--- src/rtl/evt_pkt_extractor_pkg.sv ---
// Shared event-packet format definitions, common to the inserter and this extractor.
package evt_pkt_extractor_pkg;

  localparam logic [7:0]  IO_QUEUE_STAGE_NUM    = 8'hFF;
  localparam logic [15:0] EVT_ETHERTYPE_DFLT     = 16'h88B5;
  localparam int unsigned NUM_WORDS_IN_HDR_DFLT  = 7;
  localparam int unsigned NUM_WORDS_PAYLOAD_DFLT = 8;

  localparam logic [2:0] ST_IDLE    = 3'd0;
  localparam logic [2:0] ST_CAPTURE = 3'd1;
  localparam logic [2:0] ST_REPLAY  = 3'd2;
  localparam logic [2:0] ST_PASS    = 3'd3;
  localparam logic [2:0] ST_EVT_HDR = 3'd4;
  localparam logic [2:0] ST_EVT_PLD = 3'd5;
  localparam logic [2:0] ST_DROP    = 3'd6;

  // End-of-packet: any nonzero ctrl other than the module-header marker.
  function automatic logic is_eop(input logic [7:0] ctrl);
    return (ctrl != 8'h00) && (ctrl != IO_QUEUE_STAGE_NUM);
  endfunction

endpackage

--- src/rtl/fallthrough_small_fifo_old.sv ---
// Small first-word-fallthrough FIFO: dout shows the head word whenever empty is low.
module fallthrough_small_fifo_old #(
  parameter int unsigned WIDTH          = 72,
  parameter int unsigned MAX_DEPTH_BITS = 3
) (
  input  logic [WIDTH-1:0] din,
  input  logic             wr_en,
  input  logic             rd_en,
  output logic [WIDTH-1:0] dout,
  output logic             full,
  output logic             empty,
  input  logic             reset,
  input  logic             clk
);

  localparam int unsigned DEPTH = 1 << MAX_DEPTH_BITS;

  logic [WIDTH-1:0]          mem [DEPTH];
  logic [MAX_DEPTH_BITS-1:0] wr_ptr, rd_ptr;
  logic [MAX_DEPTH_BITS:0]   depth;
  logic                      wr_ok, rd_ok;

  assign wr_ok = wr_en && !full;
  assign rd_ok = rd_en && !empty;
  assign full  = (depth == (MAX_DEPTH_BITS+1)'(DEPTH));
  assign empty = (depth == '0);
  assign dout  = mem[rd_ptr];

  always_ff @(posedge clk) begin
    if (reset) begin
      wr_ptr <= '0;
      rd_ptr <= '0;
      depth  <= '0;
    end else begin
      if (wr_ok) wr_ptr <= wr_ptr + 1'b1;
      if (rd_ok) rd_ptr <= rd_ptr + 1'b1;
      case ({wr_ok, rd_ok})
        2'b10:   depth <= depth + 1'b1;
        2'b01:   depth <= depth - 1'b1;
        default: depth <= depth;
      endcase
    end
  end

  always_ff @(posedge clk) begin
    if (wr_ok) mem[wr_ptr] <= din;
  end

endmodule

--- src/rtl/evt_pkt_extractor.sv ---
// Strips event packets (by EtherType) from the bus into a payload FIFO;
// every other packet is forwarded unchanged and in order.
module evt_pkt_extractor
  import evt_pkt_extractor_pkg::*;
#(
  parameter int unsigned DATA_WIDTH        = 64,
  parameter int unsigned CTRL_WIDTH        = 8,
  parameter int unsigned WORD_WIDTH        = 64,
  parameter int unsigned NUM_WORDS_IN_HDR  = NUM_WORDS_IN_HDR_DFLT,
  parameter int unsigned NUM_WORDS_PAYLOAD = NUM_WORDS_PAYLOAD_DFLT,
  parameter logic [15:0] EVT_ETHERTYPE     = EVT_ETHERTYPE_DFLT,
  parameter int unsigned PLD_DEPTH_BITS    = 5
) (
  input  logic                  clk,
  input  logic                  reset,
  input  logic [DATA_WIDTH-1:0] in_data,
  input  logic [CTRL_WIDTH-1:0] in_ctrl,
  input  logic                  in_wr,
  output logic                  in_rdy,
  output logic [DATA_WIDTH-1:0] out_data,
  output logic [CTRL_WIDTH-1:0] out_ctrl,
  output logic                  out_wr,
  input  logic                  out_rdy,
  output logic [WORD_WIDTH-1:0] pld_fifo_dout,
  output logic                  pld_fifo_empty,
  input  logic                  pld_fifo_rd_en,
  output logic [31:0]           evt_pkt_cnt,
  output logic [31:0]           evt_err_cnt
);

  logic [DATA_WIDTH-1:0] in_fifo_data;
  logic [CTRL_WIDTH-1:0] in_fifo_ctrl;
  logic                  in_fifo_empty, in_fifo_full, in_fifo_rd_en;
  logic                  pld_fifo_full, pld_fifo_wr_en;
  logic                  head_eop;

  logic [2:0]            state;
  logic [DATA_WIDTH-1:0] buf_data [3];
  logic [CTRL_WIDTH-1:0] buf_ctrl [3];
  logic [1:0]            cap_cnt, rep_cnt, buf_last;
  logic                  buf_eop;
  logic [7:0]            hdr_cnt, pld_cnt;

  fallthrough_small_fifo_old #(
    .WIDTH          (CTRL_WIDTH + DATA_WIDTH),
    .MAX_DEPTH_BITS (3)
  ) input_fifo (
    .din   ({in_ctrl, in_data}),
    .wr_en (in_wr),
    .rd_en (in_fifo_rd_en),
    .dout  ({in_fifo_ctrl, in_fifo_data}),
    .full  (in_fifo_full),
    .empty (in_fifo_empty),
    .reset (reset),
    .clk   (clk)
  );

  fallthrough_small_fifo_old #(
    .WIDTH          (WORD_WIDTH),
    .MAX_DEPTH_BITS (PLD_DEPTH_BITS)
  ) pld_fifo (
    .din   (in_fifo_data),
    .wr_en (pld_fifo_wr_en),
    .rd_en (pld_fifo_rd_en),
    .dout  (pld_fifo_dout),
    .full  (pld_fifo_full),
    .empty (pld_fifo_empty),
    .reset (reset),
    .clk   (clk)
  );

  assign in_rdy   = !in_fifo_full;
  assign head_eop = is_eop(in_fifo_ctrl);

  always_comb begin
    in_fifo_rd_en  = 1'b0;
    pld_fifo_wr_en = 1'b0;
    out_wr         = 1'b0;
    out_data       = in_fifo_data;
    out_ctrl       = in_fifo_ctrl;
    case (state)
      ST_CAPTURE, ST_EVT_HDR, ST_DROP: in_fifo_rd_en = !in_fifo_empty;
      ST_REPLAY: begin
        out_data = buf_data[rep_cnt];
        out_ctrl = buf_ctrl[rep_cnt];
        out_wr   = out_rdy;
      end
      ST_PASS: begin
        out_wr        = out_rdy && !in_fifo_empty;
        in_fifo_rd_en = out_rdy && !in_fifo_empty;
      end
      ST_EVT_PLD: begin
        pld_fifo_wr_en = !in_fifo_empty && !pld_fifo_full;
        in_fifo_rd_en  = !in_fifo_empty && !pld_fifo_full;
      end
      default: ;
    endcase
  end

  always_ff @(posedge clk) begin
    if (reset) begin
      state       <= ST_IDLE;
      cap_cnt     <= '0;
      rep_cnt     <= '0;
      buf_last    <= '0;
      buf_eop     <= 1'b0;
      hdr_cnt     <= '0;
      pld_cnt     <= '0;
      evt_pkt_cnt <= '0;
      evt_err_cnt <= '0;
    end else begin
      case (state)
        ST_IDLE: begin
          if (!in_fifo_empty) begin
            state   <= ST_CAPTURE;
            cap_cnt <= '0;
          end
        end
        ST_CAPTURE: begin
          if (!in_fifo_empty) begin
            buf_data[cap_cnt] <= in_fifo_data;
            buf_ctrl[cap_cnt] <= in_fifo_ctrl;
            cap_cnt           <= cap_cnt + 2'd1;
            // A packet ending at word 2 is complete, so it is replayed even with the event EtherType.
            if (head_eop || cap_cnt == 2'd2) begin
              buf_last <= cap_cnt;
              buf_eop  <= head_eop;
              rep_cnt  <= '0;
              if (!head_eop && in_fifo_data[31:16] == EVT_ETHERTYPE) begin
                state   <= ST_EVT_HDR;
                hdr_cnt <= 8'd3;
              end else begin
                state <= ST_REPLAY;
              end
            end
          end
        end
        ST_REPLAY: begin
          if (out_rdy) begin
            rep_cnt <= rep_cnt + 2'd1;
            if (rep_cnt == buf_last) state <= buf_eop ? ST_IDLE : ST_PASS;
          end
        end
        ST_PASS: begin
          if (out_rdy && !in_fifo_empty && head_eop) state <= ST_IDLE;
        end
        ST_EVT_HDR: begin
          if (!in_fifo_empty) begin
            if (head_eop) begin
              evt_err_cnt <= evt_err_cnt + 32'd1;
              state       <= ST_IDLE;
            end else begin
              hdr_cnt <= hdr_cnt + 8'd1;
              if (hdr_cnt == 8'(NUM_WORDS_IN_HDR - 1)) begin
                state   <= ST_EVT_PLD;
                pld_cnt <= '0;
              end
            end
          end
        end
        ST_EVT_PLD: begin
          if (pld_fifo_wr_en) begin
            pld_cnt <= pld_cnt + 8'd1;
            if (head_eop) begin
              if (pld_cnt == 8'(NUM_WORDS_PAYLOAD - 1)) evt_pkt_cnt <= evt_pkt_cnt + 32'd1;
              else                                      evt_err_cnt <= evt_err_cnt + 32'd1;
              state <= ST_IDLE;
            end else if (pld_cnt == 8'(NUM_WORDS_PAYLOAD - 1)) begin
              evt_err_cnt <= evt_err_cnt + 32'd1;
              state       <= ST_DROP;
            end
          end
        end
        ST_DROP: begin
          if (!in_fifo_empty && head_eop) state <= ST_IDLE;
        end
        default: state <= ST_IDLE;
      endcase
    end
  end

endmodule

--- config.mk ---
export PLATFORM = sky130hd
export DESIGN_NAME = evt_pkt_extractor
export DESIGN_NICKNAME = d
export VERILOG_FILES = /design/src/rtl/evt_pkt_extractor_pkg.sv /design/src/rtl/fallthrough_small_fifo_old.sv /design/src/rtl/evt_pkt_extractor.sv
export SDC_FILE = /design/constraint.sdc
export NUM_CORES = 2
export LEC_CHECK = 0
export CORE_MARGIN = 3
export CORE_UTILIZATION = 55
export CTS_CLUSTER_DIAMETER = 150
export DETAILED_ROUTE_END_ITERATION = 16
export PLACE_DENSITY = 0.72
export SLEW_MARGIN = 0
export SYNTH_ARGS = -nofsm -noshare
export SYNTH_HDL_FRONTEND = slang
export SYNTH_HIERARCHICAL = 1
export SYNTH_SLANG_ARGS = --single-unit
--- constraint.sdc ---
create_clock -name clk -period 21.4 [get_ports clk]
set_input_delay 2.14 -clock clk [delete_from_list [all_inputs] [get_ports clk]]
set_output_delay 2.14 -clock clk [all_outputs]
set_load 0.02 [all_outputs]
==> impl_metrics.prom <==
# TYPE chip_impl_metric gauge
chip_impl_metric{name="postSynthRegisterBits",unit=""} 2966
chip_impl_info{name="hold_path.class",value="reg -> reg"} 1
chip_impl_metric{name="final_util",unit="%"} 62.9
chip_impl_metric{name="gpl.final_weighted_congestion",unit=""} 0.802
chip_impl_metric{name="powerDensity",unit="nW/um^2"} 101
chip_impl_metric{name="cts_htree_levels",unit=""} 5
chip_impl_metric{name="arrival",unit="ns"} 5.95
chip_impl_metric{name="netlist-cell-type-count",unit=""} 93
chip_impl_metric{name="fin_tns_setup",unit="ns"} 0
chip_impl_metric{name="placement.io_buffers",unit=""} 279
chip_impl_metric{name="final_nets",unit=""} 6254
chip_impl_metric{name="drt-wirelength-per-cell",unit="um"} 31.8
chip_impl_metric{name="sw_frac_of_total",unit="%"} 23.3
chip_impl_metric{name="cp.required",unit="ns"} 19.26
chip_impl_metric{name="gate_count_post_synth",unit=""} 5761
chip_impl_metric{name="detail_route.first_pass.iterations",unit=""} 7
chip_impl_metric{name="worstSkewPairLatency",unit="ns"} 0.94
chip_impl_metric{name="std_cell_rows",unit=""} 167
chip_impl_metric{name="sequentialPowerShare",unit="%"} 49.8
chip_impl_metric{name="syn2layout_area_growth",unit="%"} 13.5
chip_impl_metric{name="cts_buffer_depth",unit=""} 4
chip_impl_metric{name="ioPinCount",unit=""} 280
chip_impl_metric{name="slew_headroom",unit="%"} 16.0
chip_impl_info{name="synth.largest_area_cell",value="sky130_fd_sc_hd__edfxtp_1"} 1
chip_impl_metric{name="final_cell_count_no_fill",unit=""} 9183
chip_impl_metric{name="ant_nets",unit=""} 0
chip_impl_metric{name="cts_resized",unit=""} 0
chip_impl_metric{name="fmaxAchievable",unit="GHz"} 0.124
chip_impl_info{name="worstSetupStartpointType",value="flop"} 1
chip_impl_metric{name="reg2reg_depth",unit=""} 10
chip_impl_info{name="clockRootBuffer",value="sky130_fd_sc_hd__clkbuf_16"} 1
chip_impl_metric{name="fin_crit_sh",unit="%"} 37.8
chip_impl_metric{name="tightestPinTransition",unit="ns"} 1.24
chip_impl_metric{name="post_dp_cell_area",unit="sq um"} 121000
chip_impl_metric{name="total_power",unit="mW"} 13.2
chip_impl_metric{name="final-hold-violation-count",unit=""} 0
chip_impl_metric{name="final_critical_path_setup_slack",unit="ns"} 13.31
chip_impl_metric{name="antenna_found_initial",unit=""} 28
chip_impl_metric{name="die_area",unit="sq um"} 215000
chip_impl_info{name="timing_worst_setup_path_type",value="reg -> out"} 1
chip_impl_metric{name="max-vdd-ir-drop",unit="mV"} 0.0884
chip_impl_info{name="dominantRegCellSynth",value="sky130_fd_sc_hd__edfxtp_1"} 1
chip_impl_metric{name="cts_hold_repair.buffers",unit=""} 0
chip_impl_metric{name="timing.final.setup_violations",unit=""} 0
chip_impl_info{name="synth_top_cells_by_count",value="2,840 x sky130_fd_sc_hd__edfxtp_1, 448 x sky130_fd_sc_hd__mux4_2, 430 x sky130_fd_sc_hd__mux2i_1, 224 x sky130_fd_sc_hd__nor2_1, 162 x sky130_fd_sc_hd__a22oi_1"} 1
chip_impl_metric{name="die_x",unit="um"} 464
chip_impl_metric{name="clock_power_share",unit="%"} 39.0
chip_impl_metric{name="clock-skew-final",unit="ns"} 0.0814
chip_impl_metric{name="number_of_enable_type_register_cells_in_the_synthesized_netlist",unit=""} 2840
chip_impl_metric{name="combPwrFrac",unit="%"} 11.2
chip_impl_metric{name="netlist.area_leader.share",unit="%"} 74.1
chip_impl_metric{name="final_layout_size_suffix_gt1_share",unit="%"} 18.2
chip_impl_metric{name="timing.max_cap.violations",unit=""} 0
chip_impl_metric{name="route.vias.total",unit=""} 59803
chip_impl_metric{name="preCtsSetupSlack",unit="ns"} 14.12
chip_impl_metric{name="timing_max_transition_violations_final",unit=""} 0
chip_impl_metric{name="yosysWarnings",unit=""} 6
chip_impl_metric{name="cts.sinks",unit=""} 2966
chip_impl_info{name="status",value="completed"} 1
chip_impl_metric{name="globalRouteOverflowTotal",unit=""} 0
chip_impl_metric{name="layout.cell_area.non_filler",unit="sq um"} 131000
chip_impl_metric{name="share_of_the_yosys_chip_area_belonging_to_registers",unit="%"} 76.3
chip_impl_metric{name="numPlacedInstances",unit=""} 8630
chip_impl_metric{name="floorplan.initialDensity",unit="%"} 55.4
chip_impl_metric{name="design.core.area",unit="sq um"} 208000
chip_impl_metric{name="fin_worst_hold_slack",unit="ns"} 0.490
chip_impl_metric{name="netSwitchingPower",unit="mW"} 3.09
chip_impl_metric{name="detailedPlacementHpwl",unit="um"} 162000
chip_impl_metric{name="cts.clk_slew.worst_paths",unit="ns"} 0.06
chip_impl_metric{name="post_cts.repair.setup_buffers",unit=""} 0
chip_impl_metric{name="synthArstFlopShare",unit="%"} 0
chip_impl_metric{name="chipHeight",unit="um"} 464
chip_impl_metric{name="vias_in_the_first_global_route",unit=""} 59710
chip_impl_metric{name="synth_fp_nets",unit=""} 5859
chip_impl_metric{name="first_iter_violations",unit=""} 7535
chip_impl_metric{name="detail_route.vias_per_cell",unit=""} 6.51
chip_impl_info{name="synth.area.top_cells",value="sky130_fd_sc_hd__edfxtp_1 74%, sky130_fd_sc_hd__mux4_2 8.8%, sky130_fd_sc_hd__mux2i_1 3.7%"} 1
chip_impl_metric{name="intPower",unit="mW"} 10.2
chip_impl_metric{name="cellLeakagePower",unit="nW"} 39.6
chip_impl_metric{name="crit_fanout",unit=""} 145
chip_impl_info{name="cts_tree",value="done"} 1
chip_impl_metric{name="grt_first_pass_wirelength",unit="um"} 422000
chip_impl_metric{name="grt_max_degree",unit=""} 146
chip_impl_info{name="crit_path_end_kind",value="output port"} 1
chip_impl_metric{name="synth_area_per_cell",unit="sq um"} 20.0
chip_impl_metric{name="period_needed",unit="ns"} 8.09
chip_impl_info{name="setup_repair_after_global_routing_missed_its_margin",value="false"} 1
chip_impl_metric{name="grt_usage",unit="%"} 27.1
chip_impl_metric{name="netlist_area",unit="sq um"} 115000
chip_impl_metric{name="routed_wl",unit="um"} 292000
chip_impl_metric{name="hold-path-cell-count",unit=""} 2
chip_impl_info{name="post-synth-top-count-cell",value="sky130_fd_sc_hd__edfxtp_1"} 1
chip_impl_metric{name="post_detailed_route_drc_marker_count",unit=""} 0
chip_impl_metric{name="number_of_buffers_inserted_during_clock_tree_synthesis",unit=""} 312
-- sequential cells by signal (all words and copies together) (netlist names), 6 cells and up, named ones only --
name	count
buf_ctrl	24
buf_data	192
evt_err_cnt	32
evt_pkt_cnt	32
hdr_cnt	8
input_fifo/mem	576
pld_cnt	8
pld_fifo/depth	6
pld_fifo/mem	2048
-- metal layers --
layer	share of wire [%]	track usage, %
met2	48	43.1
met3	10	5.67
met4	3.1	8.20
met1	39	38.2
met5	0.049	0
-- area by class of cell --
| cell class | count | area [sq um] |
|---|---|---|
| Antenna cell | 14 | 35.0 |
| Clock buffer | 404 | 8380 |
| Clock inverter | 135 | 1260 |
| Fill cell | 13948 | 77000 |
| Inverter | 28 | 105 |
| Multi-Input combinational cell | 2438 | 25800 |
| Sequential cell | 2966 | 87800 |
| Tap cell | 2788 | 3490 |
| Timing Repair Buffer | 410 | 3800 |
-- worst max-delay path, stage by stage (launching register included) --
cell,delay (ns)
sky130_fd_sc_hd__dfxtp_4,0.76
sky130_fd_sc_hd__buf_4,0.59
sky130_fd_sc_hd__buf_4,0.90
sky130_fd_sc_hd__buf_12,0.75
sky130_fd_sc_hd__mux2i_1,0.18
sky130_fd_sc_hd__a22oi_1,0.23
sky130_fd_sc_hd__o2111ai_1,0.15
sky130_fd_sc_hd__a211oi_1,0.54
sky130_fd_sc_hd__clkdlybuf4s50_1,0.72
-- logic make-up (layout without fill, tap and decap cells) --
| group | count (synthesis) | after routing | synth area share (%) |
|---|---|---|---|
| adders and majority gates | 21 | 21 | 0.228 |
| muxes | 991 | 991 | 14.2 |
| other | 0 | 14 | 0 |
| buffers and inverters | 357 | 977 | 1.70 |
| DFF | 2966 | 2966 | 76.3 |
| xor gates and xnor gates | 80 | 80 | 0.608 |
| AOI/OAI and AO/OA | 649 | 649 | 3.83 |
| and+or+nand+nor | 697 | 697 | 3.13 |
-- worst paths after layout --
| kind | from | end | slack (ns) |
|---|---|---|---|
| min | evt_err_cnt[30]$_SDFFE_PP0P_ | evt_err_cnt[30]$_SDFFE_PP0P_ | 0.49 |
| max reg2reg | flop | pld_cnt[7]$_SDFFE_PP0P_ | 15.21 |
| min reg2reg | evt_err_cnt[30]$_SDFFE_PP0P_ | evt_err_cnt[30]$_SDFFE_PP0P_ | 0.49 |
| max | flop | pld_fifo_dout[26] | 13.31 |
-- cells in the final DEF (no fill, tap or decap), types with 19 or more instances in the layout --
master and instances:
sky130_fd_sc_hd__edfxtp_1 2840, sky130_fd_sc_hd__mux4_2 448, sky130_fd_sc_hd__mux2i_1 430, sky130_fd_sc_hd__clkbuf_16 320
sky130_fd_sc_hd__clkdlybuf4s50_1 278, sky130_fd_sc_hd__nor2_1 189, sky130_fd_sc_hd__a22oi_1 162, sky130_fd_sc_hd__o21ai_0 149
sky130_fd_sc_hd__buf_4 130, sky130_fd_sc_hd__nand2_1 128, sky130_fd_sc_hd__dfxtp_1 116, sky130_fd_sc_hd__a21oi_1 111
sky130_fd_sc_hd__nand4_1 83, sky130_fd_sc_hd__clkbuf_1 78, sky130_fd_sc_hd__clkinv_1 68, sky130_fd_sc_hd__a221oi_1 65
sky130_fd_sc_hd__mux2_4 60, sky130_fd_sc_hd__nand3_1 44, sky130_fd_sc_hd__xor2_1 43, sky130_fd_sc_hd__nor3_1 41
sky130_fd_sc_hd__a211oi_1 37, sky130_fd_sc_hd__xnor2_1 37, sky130_fd_sc_hd__nor2_4 35, sky130_fd_sc_hd__mux4_1 34
sky130_fd_sc_hd__o22ai_1 31, sky130_fd_sc_hd__clkinv_2 28, sky130_fd_sc_hd__inv_1 27, sky130_fd_sc_hd__nor2b_1 26
sky130_fd_sc_hd__bufinv_16 25, sky130_fd_sc_hd__ha_1 21, sky130_fd_sc_hd__and3_1 19, sky130_fd_sc_hd__mux2_2 19
-- power groups by stage --
stage          combinational (mW)  clock (mW)  sequential [mW]
2_1_floorplan               0.942           0             6.69
3_3_place_gp                 1.46           0             6.71
3_5_place_dp                 1.48           0             6.72
4_1_cts                      1.49        5.23             6.59
5_1_grt                      1.57        5.47             6.60
6_report                     1.48        5.17             6.59
(Power assumes the default switching activity.)
